<file path="src/rtl/dmem_port_arbiter_if.sv">
// ---------------------------------------------------------------------------
// dmem_port_arbiter_if
//   Bundles the three buses around the DMEM arbiter: the core (MEM stage)
//   request port, the host loader/debug port, and the DMEM macro port, plus
//   the sticky halt flag.
//   modport master : the environment side (core, host, DMEM macro)
//   modport slave  : the arbiter side
// Signals
//   core_req/we/addr/wdata/be   core request        core_gnt/stall/rvalid/rdata
//   host_req/we/addr/wdata/be   host request        host_gnt/rvalid/rdata
//   mem_en/we/addr/wdata        DMEM drive          mem_rdata (sync read, +1 cycle)
//   halt                        sticky program-end flag
// ---------------------------------------------------------------------------
interface dmem_port_arbiter_if #(
    parameter int ADDR_W = 8
);
    logic              core_req;
    logic              core_we;
    logic [ADDR_W-1:0] core_addr;
    logic [31:0]       core_wdata;
    logic [3:0]        core_be;
    logic              core_gnt;
    logic              core_stall;
    logic              core_rvalid;
    logic [31:0]       core_rdata;

    logic              host_req;
    logic              host_we;
    logic [ADDR_W-1:0] host_addr;
    logic [31:0]       host_wdata;
    logic [3:0]        host_be;
    logic              host_gnt;
    logic              host_rvalid;
    logic [31:0]       host_rdata;

    logic              mem_en;
    logic [3:0]        mem_we;
    logic [ADDR_W-1:0] mem_addr;
    logic [31:0]       mem_wdata;
    logic [31:0]       mem_rdata;

    logic              halt;

    modport master (
        output core_req, core_we, core_addr, core_wdata, core_be,
        input  core_gnt, core_stall, core_rvalid, core_rdata,
        output host_req, host_we, host_addr, host_wdata, host_be,
        input  host_gnt, host_rvalid, host_rdata,
        input  mem_en, mem_we, mem_addr, mem_wdata,
        output mem_rdata,
        input  halt
    );

    modport slave (
        input  core_req, core_we, core_addr, core_wdata, core_be,
        output core_gnt, core_stall, core_rvalid, core_rdata,
        input  host_req, host_we, host_addr, host_wdata, host_be,
        output host_gnt, host_rvalid, host_rdata,
        output mem_en, mem_we, mem_addr, mem_wdata,
        input  mem_rdata,
        output halt
    );
endinterface

</file>
<file path="src/rtl/dmem_port_arbiter.sv">
// ---------------------------------------------------------------------------
// dmem_port_arbiter
//   Shares a single-port, synchronous-read DMEM between the RV32I MEM stage
//   (core) and a host loader/debug port. The core normally wins; a host that
//   has been denied MAX_WAIT consecutive cycles is forced in for one cycle,
//   stalling the core. A full-word core store of HALT_MAGIC to the last DMEM
//   word raises a sticky halt, after which only the host is served.
// Ports
//   clk    rising-edge clock
//   rst_n  asynchronous reset, ACTIVE-HIGH despite the name (1 = in reset)
//   bus    dmem_port_arbiter_if.slave: core, host and DMEM buses plus halt
// ---------------------------------------------------------------------------
module dmem_port_arbiter #(
    parameter int          ADDR_W     = 8,
    parameter int          MAX_WAIT   = 4,
    parameter logic [31:0] HALT_MAGIC = 32'h0000FE23
) (
    input  logic                 clk,
    input  logic                 rst_n,
    dmem_port_arbiter_if.slave   bus
);
    localparam int WAIT_W = $clog2(MAX_WAIT + 1);
    localparam logic [WAIT_W-1:0] WAIT_MAX = WAIT_W'(MAX_WAIT);

    typedef enum logic [1:0] {
        RD_NONE,
        RD_CORE,
        RD_HOST
    } rd_owner_t;

    rd_owner_t         rd_owner;
    logic [WAIT_W-1:0] wait_cnt;
    logic              halt_q;
    logic              host_force;
    logic              host_gnt;
    logic              core_gnt;
    logic              halt_hit;

    // Grants are combinational. Both are suppressed while reset is held so
    // that no DMEM write can slip through during reset.
    assign host_force = (wait_cnt == WAIT_MAX) && bus.host_req;
    assign host_gnt   = bus.host_req && (host_force || !bus.core_req || halt_q) && !rst_n;
    assign core_gnt   = bus.core_req && !host_gnt && !halt_q && !rst_n;

    assign halt_hit = core_gnt && bus.core_we
                   && (bus.core_addr == {ADDR_W{1'b1}})
                   && (bus.core_be == 4'hF)
                   && (bus.core_wdata == HALT_MAGIC);

    // NOTE: every output of this block gets a default first, so no path leaves
    // a signal unassigned and no latch is inferred.
    always_comb begin
        bus.mem_en    = 1'b0;
        bus.mem_we    = 4'b0000;
        bus.mem_addr  = '0;
        bus.mem_wdata = '0;
        if (host_gnt) begin
            bus.mem_en    = 1'b1;
            bus.mem_we    = bus.host_we ? bus.host_be : 4'b0000;
            bus.mem_addr  = bus.host_addr;
            bus.mem_wdata = bus.host_wdata;
        end else if (core_gnt) begin
            bus.mem_en    = 1'b1;
            bus.mem_we    = bus.core_we ? bus.core_be : 4'b0000;
            bus.mem_addr  = bus.core_addr;
            bus.mem_wdata = bus.core_wdata;
        end
    end

    // Read-return tracking, host wait counter and sticky halt.
    // NOTE: non-blocking assignments make every register update from the
    // pre-edge values, independent of statement order.
    always_ff @(posedge clk or posedge rst_n) begin
        if (rst_n) begin
            rd_owner <= RD_NONE;
            wait_cnt <= '0;
            halt_q   <= 1'b0;
        end else begin
            if (core_gnt && !bus.core_we)
                rd_owner <= RD_CORE;
            else if (host_gnt && !bus.host_we)
                rd_owner <= RD_HOST;
            else
                rd_owner <= RD_NONE;

            if (bus.host_req && !host_gnt) begin
                if (wait_cnt != WAIT_MAX)
                    wait_cnt <= wait_cnt + 1'b1;
            end else begin
                wait_cnt <= '0;
            end

            if (halt_hit)
                halt_q <= 1'b1;
        end
    end

    assign bus.core_gnt    = core_gnt;
    assign bus.host_gnt    = host_gnt;
    assign bus.core_stall  = bus.core_req && !core_gnt;
    assign bus.core_rvalid = (rd_owner == RD_CORE);
    assign bus.host_rvalid = (rd_owner == RD_HOST);
    // Single read path from the macro; each side qualifies it with its rvalid.
    assign bus.core_rdata  = bus.mem_rdata;
    assign bus.host_rdata  = bus.mem_rdata;
    assign bus.halt        = halt_q;
endmodule

</file>
<file path="src/flat_wrapper.sv">
// flat-port wrapper written by rule: the top's interface ports become plain ports
module dmem_port_arbiter_flat 
#(
    parameter int          ADDR_W     = 8,
    parameter int          MAX_WAIT   = 4,
    parameter logic [31:0] HALT_MAGIC = 32'h0000FE23
)
  (clk, rst_n, bus_core_req, bus_core_we, bus_core_addr, bus_core_wdata, bus_core_be, bus_core_gnt, bus_core_stall, bus_core_rvalid, bus_core_rdata, bus_host_req, bus_host_we, bus_host_addr, bus_host_wdata, bus_host_be, bus_host_gnt, bus_host_rvalid, bus_host_rdata, bus_mem_en, bus_mem_we, bus_mem_addr, bus_mem_wdata, bus_mem_rdata, bus_halt);
  dmem_port_arbiter_if #(.ADDR_W(ADDR_W)) bus_i ();
  input  logic clk;
  input  logic rst_n;
  input wire logic [$bits(bus_i.core_req)-1:0] bus_core_req;
  input wire logic [$bits(bus_i.core_we)-1:0] bus_core_we;
  input wire logic [$bits(bus_i.core_addr)-1:0] bus_core_addr;
  input wire logic [$bits(bus_i.core_wdata)-1:0] bus_core_wdata;
  input wire logic [$bits(bus_i.core_be)-1:0] bus_core_be;
  output wire logic [$bits(bus_i.core_gnt)-1:0] bus_core_gnt;
  output wire logic [$bits(bus_i.core_stall)-1:0] bus_core_stall;
  output wire logic [$bits(bus_i.core_rvalid)-1:0] bus_core_rvalid;
  output wire logic [$bits(bus_i.core_rdata)-1:0] bus_core_rdata;
  input wire logic [$bits(bus_i.host_req)-1:0] bus_host_req;
  input wire logic [$bits(bus_i.host_we)-1:0] bus_host_we;
  input wire logic [$bits(bus_i.host_addr)-1:0] bus_host_addr;
  input wire logic [$bits(bus_i.host_wdata)-1:0] bus_host_wdata;
  input wire logic [$bits(bus_i.host_be)-1:0] bus_host_be;
  output wire logic [$bits(bus_i.host_gnt)-1:0] bus_host_gnt;
  output wire logic [$bits(bus_i.host_rvalid)-1:0] bus_host_rvalid;
  output wire logic [$bits(bus_i.host_rdata)-1:0] bus_host_rdata;
  output wire logic [$bits(bus_i.mem_en)-1:0] bus_mem_en;
  output wire logic [$bits(bus_i.mem_we)-1:0] bus_mem_we;
  output wire logic [$bits(bus_i.mem_addr)-1:0] bus_mem_addr;
  output wire logic [$bits(bus_i.mem_wdata)-1:0] bus_mem_wdata;
  input wire logic [$bits(bus_i.mem_rdata)-1:0] bus_mem_rdata;
  output wire logic [$bits(bus_i.halt)-1:0] bus_halt;
  assign bus_i.core_req = bus_core_req;
  assign bus_i.core_we = bus_core_we;
  assign bus_i.core_addr = bus_core_addr;
  assign bus_i.core_wdata = bus_core_wdata;
  assign bus_i.core_be = bus_core_be;
  assign bus_core_gnt = bus_i.core_gnt;
  assign bus_core_stall = bus_i.core_stall;
  assign bus_core_rvalid = bus_i.core_rvalid;
  assign bus_core_rdata = bus_i.core_rdata;
  assign bus_i.host_req = bus_host_req;
  assign bus_i.host_we = bus_host_we;
  assign bus_i.host_addr = bus_host_addr;
  assign bus_i.host_wdata = bus_host_wdata;
  assign bus_i.host_be = bus_host_be;
  assign bus_host_gnt = bus_i.host_gnt;
  assign bus_host_rvalid = bus_i.host_rvalid;
  assign bus_host_rdata = bus_i.host_rdata;
  assign bus_mem_en = bus_i.mem_en;
  assign bus_mem_we = bus_i.mem_we;
  assign bus_mem_addr = bus_i.mem_addr;
  assign bus_mem_wdata = bus_i.mem_wdata;
  assign bus_i.mem_rdata = bus_mem_rdata;
  assign bus_halt = bus_i.halt;
  dmem_port_arbiter #(.ADDR_W(ADDR_W), .MAX_WAIT(MAX_WAIT), .HALT_MAGIC(HALT_MAGIC)) u_core (.clk(clk), .rst_n(rst_n), .bus(bus_i));
endmodule
</file>
<file path="config.mk">
export PLATFORM = sky130hd
export DESIGN_NAME = dmem_port_arbiter_flat
export DESIGN_NICKNAME = d
export VERILOG_FILES = /design/src/rtl/dmem_port_arbiter_if.sv /design/src/rtl/dmem_port_arbiter.sv /design/src/flat_wrapper.sv
export SDC_FILE = /design/constraint.sdc
export NUM_CORES = 1
export LEC_CHECK = 0
export ABC_AREA = 1
export BUFFER_PORTS_ARGS = -buffer_cell sky130_fd_sc_hd__buf_4
export CAP_MARGIN = 40
export CORE_AREA = 2 2 93 95
export DETAILED_ROUTE_END_ITERATION = 7
export DIE_AREA = 0 0 95 97
export PLACE_DENSITY = 0.65
export REMOVE_ABC_BUFFERS = 1
export SLEW_MARGIN = 20
export SYNTH_ARGS = -nofsm -noshare
export SYNTH_HDL_FRONTEND = slang
export SYNTH_SLANG_ARGS = --single-unit
</file>
<file path="constraint.sdc">
create_clock -name clk -period 2.1 [get_ports clk]
set_input_delay 0 -clock clk [delete_from_list [all_inputs] [get_ports clk]]
set_output_delay 0 -clock clk [all_outputs]
set_load 0.01 [all_outputs]
</file>
# Word level (Yosys, flattened, before mapping)

Index checks and enable logic that the tools add are counted.

Bitwise logic cells: 0
Div/mod/pow operators: 0
Add/subtract/negate cells: 1
Mux-type cells: 14
Shift-type cells: 0
Multiply operators: 0
Equality and inequality tests: 8
Reduce and logical (&&, ||, !) cells: 23
Order comparisons: 0

Operator list:

| kind                   | number |
|---|---|
| $mux W32               | 2 |
| $eq A32 B16 Y1 const B | 1 |
| $mux W4                | 4 |
| $mux W8                | 2 |
| $logic_and A1 B1 Y1    | 14 |
| $eq A8 B8 Y1 const B   | 1 |
| $logic_not A1 Y1       | 7 |
| $mux W3                | 2 |
| $eq A4 B4 Y1 const B   | 1 |
| $mux W2                | 2 |
| $add A3 B1 Y3 const B  | 1 |
| $eq A3 B3 Y1 const B   | 1 |
| $ne A3 B3 Y1 const B   | 1 |
| $eq A2 B1 Y1 const B   | 1 |
| $eq A2 B2 Y1 const B   | 1 |
| $logic_or A1 B1 Y1     | 2 |
| $mux W1                | 2 |
| $ne A2 B2 Y1 const B   | 1 |

Register bits: 6
Word-level logic and storage cells: 49
Memories kept: 0
Output and inout bits: 115
Bits in latches: 0
Memory bits (writable): 0
Input port bits: 126
Memory bits (read-only): 0

# Longest topological paths before layout

Depth in word-level cells: 14
Mapped depth: 10
Depth with buffers taken out: 9

# Least setup slack after synthesis

No wires, ideal clock.

Path kind: flip-flop to flip-flop
Start: register u_core.wait_cnt[0]
End: register u_core.wait_cnt[2]
Arrival: 1.218 ns
Required time: 1.977 ns
Path buffers: 0
Setup time: 0.123 ns
Cell stages (with the launch flop): 10
Setup slack: 0.759 ns
Clock period less this slack: 1.341 ns
Path through: dfrtp_1 > inv_1 > ha_1 > nand2_2 > nand3_2 > nand2_4 > nor2_8 > inv_1 > nand2_1 > a21oi_1

Cells in the longest elaborated chain, start to end: 9
Elaborated cells between the ends (all ways): 13
Classes of those cells: 1 x add/sub; 3 x eq/ne; 2 x mux; 7 x reduce/logical

RTL lines:

| item                                              | line                    | text |
|---|---|---|
| start, declared                                   | dmem_port_arbiter.sv:32 | `logic [WAIT_W-1:0] wait_cnt;` |
| start signal, assigned                            | dmem_port_arbiter.sv:88 | `wait_cnt <= wait_cnt + 1'b1;` |
| $eq A3 B3 Y1                                      | dmem_port_arbiter.sv:41 | `assign host_force = (wait_cnt == WAIT_MAX) && bus.host_req;` |
| $logic_and A1 B1 Y1                               | dmem_port_arbiter.sv:41 |  |
| $logic_or A1 B1 Y1 (2 in series)                  | dmem_port_arbiter.sv:42 | `assign host_gnt = bus.host_req && (host_force \|\| !bus.core_req \|\| halt_q) && !rst_n;` |
| $logic_and A1 B1 Y1 (2 in series)                 | dmem_port_arbiter.sv:42 |  |
| $logic_not A1 Y1                                  | dmem_port_arbiter.sv:86 | `if (bus.host_req && !host_gnt) begin` |
| $logic_and A1 B1 Y1                               | dmem_port_arbiter.sv:86 |  |
| $ne A2 B2 Y1 (no line) or $mux W3 (tied branches) | n/a                     |  |

Several ways; a longest one is shown, not always the timed one. The select of a mux whose other input is x is not followed.
A chain may end at the register's enable or synchronous reset.

# Worst setup path in the final report

Start: register u_core.wait_cnt[0]
End: output bus_mem_we[1]

Cells in the longest elaborated chain, start to end: 12

RTL lines:

| item                                | line                    | text |
|---|---|---|
| $eq A3 B3 Y1 *                      | dmem_port_arbiter.sv:41 |  |
| $logic_and A1 B1 Y1 *               | dmem_port_arbiter.sv:41 |  |
| $logic_or A1 B1 Y1 * (2 in series)  | dmem_port_arbiter.sv:42 |  |
| $logic_and A1 B1 Y1 * (2 in series) | dmem_port_arbiter.sv:42 |  |
| $logic_not A1 Y1                    | dmem_port_arbiter.sv:43 | `assign core_gnt = bus.core_req && !host_gnt && !halt_q && !rst_n;` |
| $logic_and A1 B1 Y1 (3 in series)   | dmem_port_arbiter.sv:43 |  |
| $mux W4                             | dmem_port_arbiter.sv:62 | `end else if (core_gnt) begin` |
| $mux W4 *                           | dmem_port_arbiter.sv:57 | `if (host_gnt) begin` |
| end, declared                       | flat_wrapper.sv:30      | `output wire logic [$bits(bus_i.mem_we)-1:0] bus_mem_we;` |

Mark *: on every way between the ends. The rest lies on a longest branch, timed or not.

==> flow_summary.yaml <==
timing:
  slew_headroom_pct: 79.3
  maximum_clock_skew_at_final_layout_ns: 0.00340
  worstMarginPinSlew_ns: 0.308
  setup_viol: 0
  finalCriticalPeriod_ns: 1.94
  hold_viol: 0
  fin_crit_sh_pct: 92.3
  fmax_ghz: 0.516
  rsz_0062_raised_after_global_routing: "no"
  setup_total_negative_slack_ns: 0
  final_max_slew_viols: 0
finish:
  post_route_cells_drive_above_1_share_pct: 42.6
  n_fill_cell: 920
  finalNetCount: 503
  diodes: 0
  area_growth_syn_to_layout_pct: 44.3
synthesis:
  synth-main-ff-cell: "dfrtp_1"
  synth_edf_count: 0
  mean_post_synth_cell_area_sq_um: 5.63
  synth_cell_type_count: 19
  synth-seq-area-share_pct: 9.07
  post_synth_most_frequent_cells: "144 x nand2_1, 64 x buf_4, 26 x nor2_1, 19 x inv_1, 8 x nand3_1"
  ys_seq_elements: 6
  synth.largest_area_cell: "nand2_1"
  synthesis.instances: 294
  synth.top_cell.area_share_pct: 32.7
  synthesis.area_sq_mm: 0.00166
  yosys.cell_count.top_type: "nand2_1"
  ys.warnings.count: 0
  async_s_r_ff_share_synth_pct: 100
  synth.area.top_cells: "nand2_1 33%, buf_4 29%, dfrtp_1 9.1%"
die:
  fp.dieArea_sq_mm: 0.00922
  floorplan.rows: 33
  chipWidth_um: 95
  coreArea_sq_mm: 0.00813
  initial_util_pct: 20.4
  io-pin-count: 241
  floorplan.die.height_um: 97
critical_path:
  critical-path-top-delay-family: "simple AND/OR/NAND/NOR gates"
  timing.critical_path.slowest_stage_cell: "dfrtp_1"
  path_depth: 10
  arrival_ns: 1.94
  required_ns: 2.10
  cell_seen_most_often_among_critical_path_stages: "nand2_4"
  ff2ff_path_depth: 9
  max_stage_delay_ns: 0.34
  timing.critical_path.buf_inv: 3
  critical_path.cell_chain: "inv_1 > ha_1 > nand2_2 > nand3_2 > nand2_4 > nand2_4 > inv_8 > nand3_1 > nand2_1 > buf_4"
  worstPathMaxFanout: 43
  startpoint_type: "flop"
  worstSetupPathType: "reg -> out"
  cp-end-kind: "primary output"
drt:
  detailroute.via_count: 2035
  drc_errors: 0
  dr.first_iter.drc_count: 64
  antenna_left: 0
  drt-pass1-iter-count: 4
  avgViaCountPerCell: 4.26
  route.final.wire_length_mm: 8.96
  wl_per_cell_um: 18.7
grt:
  grtUsageTotal_pct: 18.2
  antenna_violations_before_repair: 0
  grt_max_degree: 44
  grt_pass1_wl_mm: 12.3
  grt_pass1_vias: 2059
  grt_remaining_overflow: 0
worst_hold_path:
  holdCritPathClass: "in -> out"
  min_delay_path_depth: 0
clock_tree:
  clock_transition_at_the_registers_of_the_reported_paths_ns: 0.03
  cts-root-buf: "clkbuf_8"
  max_root_sink_buffers: 2
  tritoncts: "built"
  cts_inserted_buffers: 3
  cts.htree.levels: 1
  clock_sink_count: 6
  clock_latency_ns: 0.23
outcome:
  outcome: "completed"
power:
  worst_ir_drop_vdd_v: 0.000131
  p_leak_nw: 1.44
  finalPower_mw: 0.636
  powerDensity_mw_per_mm2: 266
place:
  hpwlAfterDp_mm: 7.76
  gpl.final_weighted_congestion: 0.913
  io_buffer_count: 144
run:
  maxCapViolCount: 0
placed cells by master (no fill, tap or decap):
| cell | Yosys | final |
|---|---|---|
| a21oi_1 | 2 | 2 |
| buf_12 | 0 | 1 |
| buf_4 | 64 | 144 |
| clkbuf_8 | 0 | 3 |
| dfrtp_1 | 6 | 6 |
| dlygate4sd3_1 | 0 | 2 |
| ha_1 | 2 | 2 |
| inv_1 | 19 | 19 |
| inv_8 | 0 | 1 |
| nand2_1 | 144 | 144 |
| nand2_2 | 1 | 1 |
| nand2_4 | 2 | 2 |
| nand3_1 | 8 | 8 |
| nand3_2 | 4 | 4 |
| nor2_1 | 26 | 26 |
| nor2_4 | 0 | 1 |
| nor2_8 | 1 | 1 |
| nor3_4 | 1 | 1 |
| o21ai_0 | 3 | 3 |
| xnor2_1 | 1 | 1 |
| xor2_1 | 1 | 1 |
timing repair:
action                     4_1_cts  5_1_grt
setup endpoints to repair        0       16
gates resized for setup          0        1
hold buffers                     2        0
hold endpoints to repair         7        0
buffers inserted                 0        0
metrics by stage:
step           util (%)  setup WS [ns]  hold slack [ns]  cell area [sq um]  std cells
4_1_cts            29.2          0.122         0.000108               2370        477
6_report           29.4          0.162        0.0000868               2390        478
5_1_grt            29.4        0.00892        0.0000623               2390        478
3_3_place_gp       28.4          0.433          -0.0166               2310        472
2_1_floorplan         -          0.492           -0.209               1080        222
3_5_place_dp       28.4          0.366         -0.00839               2310        472
final timing paths:
path / from / to / slack [ns]
worst min-delay path: bus_mem_rdata[4] / bus_host_rdata[4] / 0.00009
worst max-delay path: u_core.wait_cnt[0] / bus_mem_we[1] / 0.16
worst min register to register: u_core.wait_cnt[1] / u_core.wait_cnt[1] / 0.60
min in group asynchronous: rst_n / u_core.wait_cnt[2] / 0.34
max in group asynchronous: rst_n / u_core.bus.halt / 1.57
worst max register to register: u_core.wait_cnt[0] / u_core.wait_cnt[1] / 0.45
report_power, final:
group | switching (mW) | leakage (nW) | internal, mW
Clock | 0.0525 | 0.0216 | 0.123
Sequential | 0.00455 | 0.0763 | 0.122
Combinational | 0.143 | 1.34 | 0.190
cell families (layout without fill, tap and decap cells):
| group | count (synthesis) | after routing | synth area share, % |
|---|---|---|---|
| compound gates | 5 | 5 | 1.51 |
| flops | 6 | 6 | 9.07 |
| xor+xnor | 2 | 2 | 1.06 |
| buf+inv | 92 | 170 | 39.5 |
| fa+ha+maj | 2 | 2 | 1.51 |
| simple gates | 187 | 188 | 47.3 |
cell type report:
| type | instances | area [sq um] | area share [%] |
|---|---|---|---|
| clock buffers | 3 | 41.3 | 1.73 |
| inverters | 20 | 82.6 | 3.46 |
| multi-input cells | 197 | 862 | 36.1 |
| flip-flops and latches | 6 | 150 | 6.29 |
| well taps | 105 | 131 | 5.50 |
| repair buffers | 147 | 1120 | 46.9 |
registers in the layout (all words and copies together) (netlist names):
| register | cells |
|---|---|
| u_core.rd_owner | 2 |
| u_core.bus.halt | 1 |
| u_core.wait_cnt | 3 |
worst reg2reg max path, cell delays in order (launching register included):
cell	delay, ns
dfrtp_1	0.38
inv_1	0.09
ha_1	0.19
nand2_2	0.10
nand3_2	0.09
nand2_4	0.11
nor2_8	0.26
inv_1	0.12
nand2_1	0.13
a21oi_1	0.06
per-layer routing:
layer | vias to the layer above | GRT usage, % | routed length (um)
li1 | 977 | - | -
met1 | 870 | 19.4 | 3310
met2 | 179 | 27.5 | 3780
met3 | 7 | 16.4 | 1790
met4 | 2 | 1.34 | 25
met5 | - | 5.95 | 53
Note: power is estimated with default switching activity, not from simulation.
